**config.mk**
```make
export PLATFORM = sky130hd
export DESIGN_NAME = mc_control_unit
export DESIGN_NICKNAME = d
export VERILOG_FILES = /design/src/rtl/mc_pkg.sv /design/src/rtl/mc_cond_unit.sv /design/src/rtl/mc_control_unit.sv
export SDC_FILE = /design/constraint.sdc
export NUM_CORES = 1
export LEC_CHECK = 0
export ABC_AREA = 1
export BUFFER_PORTS_ARGS = -buffer_cell sky130_fd_sc_hd__buf_2
export CAP_MARGIN = 20
export CORE_MARGIN = 4
export CORE_UTILIZATION = 40
export CTS_CLUSTER_DIAMETER = 40
export DETAILED_ROUTE_END_ITERATION = 16
export GPL_TIMING_DRIVEN = 0
export PLACE_DENSITY = 0.78
export RECOVER_POWER = 50
export SLEW_MARGIN = 20
export SYNTH_ARGS = -nofsm -noshare
export SYNTH_HDL_FRONTEND = slang
export SYNTH_SLANG_ARGS = --single-unit
```
**constraint.sdc**
```tcl
create_clock -name clk -period 2.58 [get_ports clk]
set_clock_uncertainty 0.2 [all_clocks]
set_input_delay 0.516 -clock clk [delete_from_list [all_inputs] [get_ports clk]]
set_output_delay 0.516 -clock clk [all_outputs]
set_load 0.01 [all_outputs]
```
**src/rtl/mc_pkg.sv**
```systemverilog
// Shared encodings for the multicycle ARM controller: FSM states, datapath
// select codes, data-processing cmd codes and condition codes.
package mc_pkg;

  typedef enum logic [3:0] {
    S_FETCH  = 4'd0,
    S_DECODE = 4'd1,
    S_MEMADR = 4'd2,
    S_MEMRD  = 4'd3,
    S_MEMWB  = 4'd4,
    S_MEMWR  = 4'd5,
    S_EXECR  = 4'd6,
    S_EXECI  = 4'd7,
    S_ALUWB  = 4'd8,
    S_BRANCH = 4'd9
  } state_t;

  localparam logic [1:0] ALU_ADD = 2'b00;
  localparam logic [1:0] ALU_SUB = 2'b01;
  localparam logic [1:0] ALU_AND = 2'b10;
  localparam logic [1:0] ALU_ORR = 2'b11;

  localparam logic [1:0] SRCA_PC  = 2'b00;
  localparam logic [1:0] SRCA_REG = 2'b01;

  localparam logic [1:0] SRCB_WD   = 2'b00;
  localparam logic [1:0] SRCB_IMM  = 2'b01;
  localparam logic [1:0] SRCB_FOUR = 2'b10;

  localparam logic [1:0] RES_ALUOUT = 2'b00;
  localparam logic [1:0] RES_DATA   = 2'b01;
  localparam logic [1:0] RES_ALURES = 2'b10;

  localparam logic [1:0] IMM_8  = 2'b00;
  localparam logic [1:0] IMM_12 = 2'b01;
  localparam logic [1:0] IMM_24 = 2'b10;

  localparam logic [1:0] OP_DP  = 2'b00;
  localparam logic [1:0] OP_MEM = 2'b01;
  localparam logic [1:0] OP_BR  = 2'b10;

  localparam logic [3:0] CMD_AND = 4'b0000;
  localparam logic [3:0] CMD_SUB = 4'b0010;
  localparam logic [3:0] CMD_ADD = 4'b0100;
  localparam logic [3:0] CMD_TST = 4'b1000;
  localparam logic [3:0] CMD_CMP = 4'b1010;
  localparam logic [3:0] CMD_ORR = 4'b1100;

  localparam logic [3:0] COND_EQ = 4'b0000;
  localparam logic [3:0] COND_NE = 4'b0001;
  localparam logic [3:0] COND_CS = 4'b0010;
  localparam logic [3:0] COND_CC = 4'b0011;
  localparam logic [3:0] COND_MI = 4'b0100;
  localparam logic [3:0] COND_PL = 4'b0101;
  localparam logic [3:0] COND_VS = 4'b0110;
  localparam logic [3:0] COND_VC = 4'b0111;
  localparam logic [3:0] COND_HI = 4'b1000;
  localparam logic [3:0] COND_LS = 4'b1001;
  localparam logic [3:0] COND_GE = 4'b1010;
  localparam logic [3:0] COND_LT = 4'b1011;
  localparam logic [3:0] COND_GT = 4'b1100;
  localparam logic [3:0] COND_LE = 4'b1101;
  localparam logic [3:0] COND_AL = 4'b1110;

endpackage

```
**src/rtl/mc_cond_unit.sv**
```systemverilog
// NZCV flag register with per-group write enables, and combinational
// condition-code evaluation against the stored flags.
module mc_cond_unit
  import mc_pkg::*;
(
  input  logic       clk,
  input  logic       reset,
  input  logic [3:0] cond,
  input  logic [3:0] aluflags,
  input  logic [1:0] flagw,
  output logic       condex
);

  logic [3:0] flags;
  logic       n, z, c, v;

  assign {n, z, c, v} = flags;

  always_comb begin
    condex = 1'b0;
    case (cond)
      COND_EQ: condex = z;
      COND_NE: condex = ~z;
      COND_CS: condex = c;
      COND_CC: condex = ~c;
      COND_MI: condex = n;
      COND_PL: condex = ~n;
      COND_VS: condex = v;
      COND_VC: condex = ~v;
      COND_HI: condex = c & ~z;
      COND_LS: condex = ~c | z;
      COND_GE: condex = (n == v);
      COND_LT: condex = (n != v);
      COND_GT: condex = ~z & (n == v);
      COND_LE: condex = z | (n != v);
      COND_AL: condex = 1'b1;
      default: condex = 1'b0;
    endcase
  end

  // flagw[1] covers N,Z; flagw[0] covers C,V. A failed condition writes nothing.
  always_ff @(posedge clk or negedge reset) begin
    if (!reset) begin
      flags <= 4'b0000;
    end else begin
      if (flagw[1] && condex) flags[3:2] <= aluflags[3:2];
      if (flagw[0] && condex) flags[1:0] <= aluflags[1:0];
    end
  end

endmodule

```
**src/rtl/mc_control_unit.sv**
```systemverilog
// Multicycle ARM controller FSM: decodes Instr and drives datapath enables/selects.
// Optional macro MC_CMP_TST_EN adds CMP/TST (flag-only) data-processing commands.
module mc_control_unit
  import mc_pkg::*;
(
  input  logic        clk,
  input  logic        reset,
  input  logic [31:0] Instr,
  input  logic [3:0]  ALUFlags,
  output logic        PCWrite,
  output logic        MemWrite,
  output logic        RegWrite,
  output logic        IRWrite,
  output logic        AdrSrc,
  output logic [1:0]  RegSrc,
  output logic [1:0]  ALUSrcA,
  output logic [1:0]  ALUSrcB,
  output logic [1:0]  ResultSrc,
  output logic [1:0]  ImmSrc,
  output logic [1:0]  ALUControl
);

  logic [1:0] op;
  logic       ibit, sbit, condex, rd_pc;
  logic [3:0] cmd;
  state_t     state, next;
  logic [1:0] cmd_alu, cmd_fw, flagw;
  logic       cmd_wb;
  logic       pcw, mw, rw, irw;
  logic       unused_instr;

  assign op           = Instr[27:26];
  assign ibit         = Instr[25];
  assign cmd          = Instr[24:21];
  assign sbit         = Instr[20];
  assign rd_pc        = (Instr[15:12] == 4'd15);
  assign unused_instr = ^{Instr[19:16], Instr[11:0]};

  assign RegSrc = {op == OP_MEM, op == OP_BR};
  assign ImmSrc = op;

  mc_cond_unit u_cond (
    .clk      (clk),
    .reset    (reset),
    .cond     (Instr[31:28]),
    .aluflags (ALUFlags),
    .flagw    (flagw),
    .condex   (condex)
  );

  always_ff @(posedge clk or negedge reset) begin
    if (!reset) state <= S_FETCH;
    else        state <= next;
  end

  // cmd_fw = {NZ, CV} write groups; cmd_wb = result goes to the register file.
  always_comb begin
    cmd_alu = ALU_ADD;
    cmd_fw  = 2'b00;
    cmd_wb  = 1'b0;
    case (cmd)
      CMD_ADD: begin cmd_alu = ALU_ADD; cmd_fw = {sbit, sbit}; cmd_wb = 1'b1; end
      CMD_SUB: begin cmd_alu = ALU_SUB; cmd_fw = {sbit, sbit}; cmd_wb = 1'b1; end
      CMD_AND: begin cmd_alu = ALU_AND; cmd_fw = {sbit, 1'b0}; cmd_wb = 1'b1; end
      CMD_ORR: begin cmd_alu = ALU_ORR; cmd_fw = {sbit, 1'b0}; cmd_wb = 1'b1; end
`ifdef MC_CMP_TST_EN
      CMD_CMP: begin cmd_alu = ALU_SUB; cmd_fw = 2'b11; end
      CMD_TST: begin cmd_alu = ALU_AND; cmd_fw = 2'b10; end
`endif
      default: ;
    endcase
  end

  always_comb begin
    next = S_FETCH;
    case (state)
      S_FETCH:  next = S_DECODE;
      S_DECODE: begin
        case (op)
          OP_DP:   next = ibit ? S_EXECI : S_EXECR;
          OP_MEM:  next = S_MEMADR;
          OP_BR:   next = S_BRANCH;
          default: next = S_FETCH;
        endcase
      end
      S_MEMADR: next = sbit ? S_MEMRD : S_MEMWR;
      S_MEMRD:  next = S_MEMWB;
      S_EXECR,
      S_EXECI:  next = cmd_wb ? S_ALUWB : S_FETCH;
      default:  next = S_FETCH;
    endcase
  end

  always_comb begin
    pcw        = 1'b0;
    mw         = 1'b0;
    rw         = 1'b0;
    irw        = 1'b0;
    flagw      = 2'b00;
    AdrSrc     = 1'b0;
    ALUSrcA    = SRCA_PC;
    ALUSrcB    = SRCB_WD;
    ResultSrc  = RES_ALUOUT;
    ALUControl = ALU_ADD;
    case (state)
      S_FETCH: begin
        irw       = 1'b1;
        pcw       = 1'b1;
        ALUSrcB   = SRCB_FOUR;
        ResultSrc = RES_ALURES;
      end
      S_DECODE: begin
        ALUSrcB   = SRCB_FOUR;
        ResultSrc = RES_ALURES;
      end
      S_MEMADR: begin
        ALUSrcA = SRCA_REG;
        ALUSrcB = SRCB_IMM;
      end
      S_MEMRD:  AdrSrc = 1'b1;
      S_MEMWB: begin
        ResultSrc = RES_DATA;
        rw        = condex;
      end
      S_MEMWR: begin
        AdrSrc = 1'b1;
        mw     = condex;
      end
      S_EXECR, S_EXECI: begin
        ALUSrcA    = SRCA_REG;
        ALUSrcB    = (state == S_EXECI) ? SRCB_IMM : SRCB_WD;
        ALUControl = cmd_alu;
        flagw      = cmd_fw;
      end
      S_ALUWB: begin
        rw  = condex;
        pcw = condex & rd_pc;
      end
      S_BRANCH: begin
        ALUSrcA   = SRCA_REG;
        ALUSrcB   = SRCB_IMM;
        ResultSrc = RES_ALURES;
        pcw       = condex;
      end
      default: ;
    endcase
  end

  // Write strobes are held off for as long as reset is low.
  assign PCWrite  = pcw & reset;
  assign MemWrite = mw & reset;
  assign RegWrite = rw & reset;
  assign IRWrite  = irw & reset;

endmodule

```
==> impl_metrics.yaml, run 1 <==
cts:
  clkSlewWorstSetupHoldPaths_ps: 60
  cts-htree-levels: 1
  clock_tree_from_tritoncts: "yes"
  worstSkewPairLatency_ps: 260
  cts_sinks: 8
  ctsLongestPathBuffers: 2
  cts_resizes: 0
  cts_made_buffers: 3
  cts_root_buffer: "sky130_fd_sc_hd__clkbuf_4"
yosys:
  async_reset_ff_share_pct: 100.0
  post_synth_instance_area_um2: 822.0
  synth.lib_cells_used.distinct: 23
  sequential_element_share_of_the_synthesized_area_pct: 24.35
  ys_ff_latch: 8
  syn-mean-instance-area_um2: 5.789
  synthMostInstantiatedCell: "sky130_fd_sc_hd__nand2_1"
  synth_enable_flop_cells: 0
  synth_top_area_share_pct: 24.35
  synthTopCellsByArea: "sky130_fd_sc_hd__dfrtp_1 (24%), sky130_fd_sc_hd__nand2_1 (19%), sky130_fd_sc_hd__nand3_1 (12%)"
  syn_inst: 142
  synth_ff_type: "sky130_fd_sc_hd__dfrtp_1"
  synthesis.nets: 180
  synth_top_cells_by_count: "sky130_fd_sc_hd__nand2_1 (41), sky130_fd_sc_hd__inv_1 (20), sky130_fd_sc_hd__nand3_1 (19), sky130_fd_sc_hd__nor2_1 (19), sky130_fd_sc_hd__dfrtp_1 (8)"
  synth_largest_area_cell: "sky130_fd_sc_hd__dfrtp_1"
  synthesis.yosys.warnings: 0
placement:
  number_of_buffers_added_on_ports: 36
  final_gp_congestion: 0.8386
  dpl.hpwl_um: 1812
  post-place-cells: 205
min_path:
  hold-path-cell-count: 3
  worstHoldEndpoint: "u_cond.flags[0]"
  worstHoldPathType: "primary input to flip-flop"
  min-delay-start: "ALUFlags[0]"
routing:
  route.vias.total: 1010
  drc: 0
  firstDrtPassIters: 4
  detail_route.iter0.violations: 20
  avgRoutedWirePerCell_um: 10.19
  via_per_inst: 4.833
  detail-route-antenna-nets: 0
  detail_route.wirelength_um: 2129
setup_path:
  worst_r2r_endpoint: "u_cond.flags[3]"
  worst_ep_required_time_ps: 1860
  register_to_register_setup_slack_ps: 960
  reg2reg_from: "state[3]"
  path_class: "flip-flop to output port"
  worst-path-max-fanout: 8
  endpoint_kind: "output port"
  cp_data_arrival_time_ps: 1620
  startpoint_type: "flip-flop"
  worstRegToRegCells: 8
sta:
  fmaxAchievable_mhz: 428.5
  fin_crit_sh_pct: 90.46
  rsz_0062_raised_after_global_routing: "false"
  setup-violations-final: 0
  final_hold_viol_count: 0
  total_negative_setup_slacks_ps: 0
  pins_over_slew_limit: 0
  final.min_clock_period_ps: 2334
cells_and_area:
  syn_to_final_growth_pct: 29.07
  layout.core_utilization_pct: 54.08
  antennaDiodeCount: 0
  drive_above_1_share_pct: 29.12
  finish.cell_count_without_fillers: 209
  n_fill_cell: 209
  layout.nets: 222
  multi_input_comb_area_um2: 496.7
  ff_latch_area_um2: 200.2
floorplanning:
  core-area_um2: 1962
  io_pins: 55
  row_count: 16
  initial_utilization_pct: 41.90
  floorplan.die.width_um: 53.34
  die-height_um: 53.34
  dieArea_um2: 2845
global_route:
  number_of_global_route_vias_before_repair: 928
  global_route.usage.total_pct: 16.97
  grt_antenna_before_repair: 0
  grt_pass1_wl_um: 3581
  grt_overflow: 0
  grt_start_max_net_pins: 12
power_and_ir_drop:
  vdd_ir_drop_max_mv: 0.4196
  p_leak_uw: 0.0006162
  power_per_cell_area_nw_per_um2: 640.1
run:
  max_cap_violations: 0
run_status:
  run_status: "completed"
-- critical path, stage by stage, from the launching register on --
cell and delay [ps]:
sky130_fd_sc_hd__dfrtp_1 430, sky130_fd_sc_hd__inv_1 90, sky130_fd_sc_hd__nand2_1 70, sky130_fd_sc_hd__nand2_1 100, sky130_fd_sc_hd__nand2_1 80, sky130_fd_sc_hd__nand3_1 100
sky130_fd_sc_hd__nand2_2 80, sky130_fd_sc_hd__nand3_4 130, sky130_fd_sc_hd__nand2_2 70, sky130_fd_sc_hd__nor2_1 80, sky130_fd_sc_hd__buf_2 130
-- routing by layer --
layer  track usage [%]  part of all wire, %
met1             19.08                   42
met2             30.61                   51
met3             1.972                  6.2
met4             8.936                  1.3
met5                 0                    0
-- power breakdown --
| part | internal, uW | switching [uW] | total (uW) |
|---|---|---|---|
| combinational | 145 | 240 | 385 |
| sequential | 160 | 37.5 | 198 |
| clock | 53.3 | 43.5 | 96.8 |
| total | 358 | 321 | 679 |
-- cell families after synthesis --
| group | share of synthesized area (%) |
|---|---|
| AO/OA/AOI/OAI | 11.11 |
| buffers and inverters | 14.76 |
| flip-flops | 24.35 |
| other | 0.4562 |
| AND/OR/NAND/NOR | 49.32 |
-- metrics by stage --
stage	power [uW]	hold slack, ps	setup slack [ps]	cell area (um^2)
after floorplan	449.1	20.41	518.6	822.0
after global placement	575.3	186.6	298.5	1036
after detailed placement	585.6	188.6	289.2	1036
after CTS	686.4	282.7	240.5	1069
after global routing	744.4	301.9	114.2	1061
final	679.2	285.5	246.2	1061
-- final cells by class --
| cell class | count | share of cell area (%) |
|---|---|---|
| Multi-Input combinational cell | 105 | 46.82 |
| Buffer | 4 | 2.594 |
| Tap cell | 27 | 3.184 |
| Sequential cell | 8 | 18.87 |
| Inverter | 25 | 8.844 |
| Clock buffer | 3 | 2.123 |
| Timing Repair Buffer | 37 | 17.57 |
-- state kept, by name, summed over array words and instances, names as in the netlist --
| register | cells |
|---|---|
| state | 4 |
| u_cond.flags | 4 |
-- cells in the final DEF, fill, tap and decap left out, drive strengths merged --
master / Yosys / routed
buf: 4 / 37
conb: 1 / 1
nand3b: 1 / 1
o22ai: 2 / 2
o21ai: 5 / 5
a21oi: 4 / 4
dfrtp: 8 / 8
inv: 24 / 24
nor2: 21 / 21
nand4: 1 / 1
nor3: 1 / 1
clkinv: 1 / 1
o311ai: 3 / 3
nand3: 20 / 20
clkbuf: 0 / 6
nand2: 46 / 46
dlygate4sd3: 0 / 1
-- worst max-delay path by stage --
stage | depth (start not counted) | startpoint | to
after floorplan | 8 | Instr[28] | MemWrite
after global placement | 9 | Instr[31] | RegWrite
after detailed placement | 9 | Instr[31] | MemWrite
after CTS | 10 | u_cond.flags[3] | PCWrite
after global routing | 10 | u_cond.flags[3] | PCWrite
final | 10 | u_cond.flags[3] | MemWrite
-- timing repair --
item                      CTS  global route
hold endpoints to repair    8             0
buffers inserted            0             0
hold buffers                1             0
(Power assumes the default switching activity.)
==> run 2, diff against run 1 <==
--- a/config.mk
+++ b/config.mk
@@ -6,14 +6,14 @@
 export NUM_CORES = 1
 export LEC_CHECK = 0
 export ABC_AREA = 1
-export BUFFER_PORTS_ARGS = -buffer_cell sky130_fd_sc_hd__buf_2
 export CAP_MARGIN = 20
 export CORE_MARGIN = 4
 export CORE_UTILIZATION = 40
 export CTS_CLUSTER_DIAMETER = 40
 export DETAILED_ROUTE_END_ITERATION = 16
+export DONT_BUFFER_PORTS = 1
 export GPL_TIMING_DRIVEN = 0
-export PLACE_DENSITY = 0.78
+export PLACE_DENSITY = 0.55
 export RECOVER_POWER = 50
 export SLEW_MARGIN = 20
 export SYNTH_ARGS = -nofsm -noshare
==> impl_metrics.yaml, run 2 (synthesis gave the netlist of run 1 again) <==
cts:
  worstSkewPairLatency_ps: 250
  clock_tree_from_tritoncts: "yes"
  cts_sinks: 8
  cts_made_buffers: 3
  clkSlewWorstSetupHoldPaths_ps: 50
  cts-htree-levels: 1
  ctsLongestPathBuffers: 2
  cts.repair_timing.setup_buffer_count: 0
  cts_root_buffer: "sky130_fd_sc_hd__clkbuf_4"
power_and_ir_drop:
  report.power.total_uw: 596.0
  power_per_cell_area_nw_per_um2: 676.7
  vdd_ir_drop_max_mv: 0.4134
  p_leak_uw: 0.0004614
floorplanning:
  row_count: 16
  floorplan.die.width_um: 53.34
  dieArea_um2: 2845
  core-area_um2: 1962
  initial_utilization_pct: 41.90
  die-height_um: 53.34
  io_pins: 55
global_route:
  grt_antenna_before_repair: 0
  number_of_global_route_vias_before_repair: 778
  global_route.usage.total_pct: 14.78
  grt_overflow: 0
  grt_start_max_net_pins: 9
  grt_pass1_wl_um: 3153
routing:
  route.vias.total: 836
  via_per_inst: 4.832
  avgRoutedWirePerCell_um: 10.88
  drc: 0
  detail_route.wirelength_um: 1883
  firstDrtPassIters: 4
  detail_route.iter0.violations: 26
  detail-route-antenna-nets: 0
min_path:
  hold-path-cell-count: 1
  worstHoldEndpoint: "state[1]"
  worstHoldPathType: "primary input to flip-flop"
  min-delay-start: "Instr[27]"
cells_and_area:
  syn_to_final_growth_pct: 7.154
  antennaDiodeCount: 0
  layout.nets: 186
  final_common_cell: "sky130_fd_sc_hd__nand2_1"
  layout_top_registers: "state (4), u_cond.flags (4)"
  layout.cells.most_common_list: "sky130_fd_sc_hd__nand2_1 (41), sky130_fd_sc_hd__inv_1 (20), sky130_fd_sc_hd__nor2_1 (19), sky130_fd_sc_hd__nand3_1 (19), sky130_fd_sc_hd__dfrtp_1 (8)"
  drive_above_1_share_pct: 13.01
sta:
  slew_headroom_pct: 55.76
  hold_slack_ps: 176.6
  worst_pin_slew_ps: 655.3
  pins_over_slew_limit: 0
  final_hold_viol_count: 0
  fmaxAchievable_mhz: 449.2
  total_negative_setup_slacks_ps: 0
  setup-violations-final: 0
  final.min_clock_period_ps: 2226
  rsz_0062_raised_after_global_routing: "false"
  fin_crit_sh_pct: 86.29
placement:
  dpl.hpwl_um: 1642
  number_of_buffers_added_on_ports: 0
  final_gp_congestion: 0.8461
setup_path:
  reg2reg_from: "state[3]"
  register_to_register_setup_slack_ps: 1020
  cp_data_arrival_time_ps: 1510
  worst_ep_required_time_ps: 1860
  worstRegToRegCells: 8
  startpoint_type: "flip-flop"
  path_class: "flip-flop to output port"
  endpoint_kind: "output port"
  worst-path-max-fanout: 8
  worst_r2r_endpoint: "u_cond.flags[1]"
run_status:
  run_status: "completed"
run:
  max_cap_violations: 0
-- run 2: cell count changes in the layout (fill, tap and decap cells not counted), sizes merged --
cell	delta
clkbuf	-1
buf	-35
-- run 2: worst max-delay path by stage --
stage,startpoint,end,slack (ps),depth (start not counted)
3_5_place_dp,Instr[28],RegWrite,400,9
3_3_place_gp,Instr[28],RegWrite,410,8
4_1_cts,u_cond.flags[3],RegWrite,330,9
2_1_floorplan,Instr[28],MemWrite,520,8
5_1_grt,u_cond.flags[0],RegWrite,180,10
6_report,u_cond.flags[3],RegWrite,350,9
-- run 2: metrics by stage --
step           setup WS [ps]  area, um^2  utilization, %  cells
2_1_floorplan          518.6       822.0               -    142
3_3_place_gp           405.1       855.8           43.62    169
3_5_place_dp           402.1       855.8           43.62    169
4_1_cts                328.6       888.4           45.28    173
5_1_grt                180.5       880.8           44.90    173
6_report               353.7       880.8           44.90    173
-- run 2: routing by layer --
| metal | GRT usage, % | up-vias | part of all wire [%] |
|---|---|---|---|
| met5 | 0 | - | 0 |
| met4 | 6.383 | 0 | 0 |
| met3 | 1.690 | 0 | 8.4 |
| met2 | 22.04 | 27 | 43 |
| met1 | 21.02 | 347 | 49 |
| li1 | - | 462 | - |
-- run 2: layout make-up --
| cell class | count | area [um^2] |
|---|---|---|
| fillers | 236 | 1081 |
| multi-input cells | 105 | 500.5 |
| flip-flops and latches | 8 | 200.2 |
| inverters | 25 | 93.84 |
| well taps | 27 | 33.78 |
| clock buffers | 3 | 22.52 |
| plain buffers | 4 | 20.02 |
| repair buffers | 1 | 10.01 |
-- run 2: report_power, final --
part	switching, uW	total (uW)	internal, uW	leakage (uW)
registers	35.2	195	160	0.000107
logic	217	308	90.4	0.000341
clock network	39.8	92.9	53.1	0.0000138
total	292	596	304	0.000461
-- run 2: worst max-delay path, cell delays in order (launching register included) --
cell and delay (ps):
sky130_fd_sc_hd__dfrtp_1 400, sky130_fd_sc_hd__inv_1 80, sky130_fd_sc_hd__nand2_1 60, sky130_fd_sc_hd__nand2_1 90
sky130_fd_sc_hd__nand2_1 70, sky130_fd_sc_hd__nand3_1 90, sky130_fd_sc_hd__nand2_2 70, sky130_fd_sc_hd__nand3_4 140
sky130_fd_sc_hd__nand2_2 70, sky130_fd_sc_hd__nor2_1 180
-- run 2: what timing repair did --
| item | 4_1_cts | 5_1_grt |
|---|---|---|
| hold buffers | 1 | 0 |
| gates resized for setup | 0 | 0 |
| hold endpoints to repair | 8 | 0 |
==> run 3, diff against run 2 <==
--- a/config.mk
+++ b/config.mk
@@ -7,7 +7,7 @@
 export LEC_CHECK = 0
 export ABC_AREA = 1
 export CAP_MARGIN = 20
-export CORE_MARGIN = 4
+export CORE_MARGIN = 1
 export CORE_UTILIZATION = 40
 export CTS_CLUSTER_DIAMETER = 40
 export DETAILED_ROUTE_END_ITERATION = 16
==> impl_metrics.yaml, run 3 (synthesis gave the netlist of run 1 again) <==
min_path:
  worstHoldPathType: "primary input to flip-flop"
  worstHoldEndpoint: "state[1]"
  hold-path-cell-count: 1
  min-delay-start: "Instr[27]"
sta:
  rsz_0062_raised_after_global_routing: "false"
  pins_over_slew_limit: 0
  final_hold_viol_count: 0
  final.min_clock_period_ps: 2241
  fin_crit_sh_pct: 86.84
  fmaxAchievable_mhz: 446.3
  setup-violations-final: 0
  slew_headroom_pct: 57.30
  total_negative_setup_slacks_ps: 0
  worst_pin_slew_ps: 632.5
floorplanning:
  initial_utilization_pct: 42.33
  core-area_um2: 1942
  dieArea_um2: 2241
  die-height_um: 47.34
  row_count: 16
  floorplan.die.width_um: 47.34
  io_pins: 55
setup_path:
  endpoint_kind: "output port"
  reg2reg_from: "state[3]"
  timing.critical_path.slowest_cell_delay_ps: 400
  worstRegToRegCells: 8
  critical-path-slowest-cell: "sky130_fd_sc_hd__dfrtp_1"
  startpoint_type: "flip-flop"
  worst-path-max-fanout: 8
  register_to_register_setup_slack_ps: 1000
  worst_ep_required_time_ps: 1860
  cp_data_arrival_time_ps: 1520
  path_class: "flip-flop to output port"
  worst_r2r_endpoint: "u_cond.flags[2]"
  crit_top_cell: "sky130_fd_sc_hd__nand2_1"
  cell_by_cell_listing_of_the_critical_path: "inv_1 > nand2_1 > nand2_1 > nand2_1 > nand2_1 > nand2_1 > nand2_2 > nand3_4 > nand2_2 > nor2_1"
power_and_ir_drop:
  power.net_switching_uw: 287.3
  share_comb_of_total_power_pct: 51.0
  power_per_cell_area_nw_per_um2: 670.8
  internal_power_uw: 303.6
  share_of_total_power_in_sequential_cells_pct: 33.3
  p_leak_uw: 0.0004614
  fraction_of_power_consumed_by_the_clock_network_pct: 15.7
  vdd_ir_drop_max_mv: 0.3990
  power.switching_fraction_pct: 48.62
global_route:
  grt_antenna_before_repair: 0
  number_of_global_route_vias_before_repair: 672
  grt_overflow: 0
  global_route.usage.total_pct: 16.40
  grt_start_max_net_pins: 9
  grt_pass1_wl_um: 2628
routing:
  detail_route.wirelength_um: 1717
  avgRoutedWirePerCell_um: 9.925
  detail_route.iter0.violations: 12
  via_per_inst: 4.954
  route.vias.total: 857
  drc: 0
  detail-route-antenna-nets: 0
  firstDrtPassIters: 4
cells_and_area:
  antennaDiodeCount: 0
  layout_top_registers: "state (4), u_cond.flags (4)"
  layout.cells.most_common_list: "sky130_fd_sc_hd__nand2_1 (41), sky130_fd_sc_hd__inv_1 (20), sky130_fd_sc_hd__nor2_1 (19), sky130_fd_sc_hd__nand3_1 (19), sky130_fd_sc_hd__dfrtp_1 (8)"
  final_common_cell: "sky130_fd_sc_hd__nand2_1"
  syn_to_final_growth_pct: 7.154
  layout.nets: 186
  layout.core_utilization_pct: 45.36
  n_fill_cell: 235
  drive_above_1_share_pct: 13.01
cts:
  worstSkewPairLatency_ps: 250
  cts-htree-levels: 1
  cts_sinks: 8
  clock_tree_from_tritoncts: "yes"
  cts.repair_timing.setup_buffer_count: 0
  cts_hold_buf: 1
  cts_root_buffer: "sky130_fd_sc_hd__clkbuf_4"
  cts_made_buffers: 3
  clkSlewWorstSetupHoldPaths_ps: 60
  cts_resizes: 0
  ctsLongestPathBuffers: 2
placement:
  dpl.hpwl_um: 1491
  final_gp_congestion: 0.8341
  number_of_buffers_added_on_ports: 0
run_status:
  run_status: "completed"
run:
  max_cap_violations: 0
==> run 3: worst max-delay path by stage <==
stage	from	end	slack, ps	cells after the start
after floorplan	Instr[28]	MemWrite	520	8
after global placement	Instr[28]	RegWrite	420	8
after detailed placement	Instr[28]	RegWrite	400	8
after CTS	u_cond.flags[0]	RegWrite	320	10
after global routing	u_cond.flags[3]	MemWrite	170	10
final	u_cond.flags[0]	RegWrite	340	10
==> run 3: critical path, delay by kind of cell, from the launching register on <==
family	cells	cell delay [ps]
buf+inv	1	80
flops	1	400
simple gates	9	790
==> run 3: routing by layer <==
layer,wire (um),vias up,GRT usage (%)
li1,-,453,-
met1,835,381,22.43
met2,808,21,26.58
met3,57,2,1.154
met4,14,0,6.857
met5,0,-,0
==> run 3: area by class of cell <==
cell class	count	area (um^2)	area share (%)
multi-input combinational	105	500.5	56.82
sequential	8	200.2	22.73
inverter	25	93.84	10.65
tap	27	33.78	3.835
clock buffer	3	22.52	2.557
buffer	4	20.02	2.273
timing repair buffer	1	10.01	1.136
==> run 3: metrics by stage <==
step	setup slack (ps)	cells	power, uW	hold slack (ps)	area, um^2
after CTS	319.8	173	600.1	173.5	888.4
after global routing	167.4	173	666.3	178.6	880.8
final	339.4	173	590.9	179.1	880.8
after global placement	424.4	169	497.3	20.76	855.8
after detailed placement	404.4	169	500.8	20.84	855.8
after floorplan	518.6	142	449.1	20.41	822.0
==> run 3: power groups by stage <==
| stage | Sequential (uW) | Combinational, uW | Clock, uW |
|---|---|---|---|
| after CTS | 197 | 307 | 97.0 |
| after floorplan | 190 | 259 | 0 |
| after detailed placement | 199 | 302 | 0 |
| final | 197 | 301 | 92.6 |
| after global placement | 197 | 300 | 0 |
| after global routing | 202 | 361 | 104 |
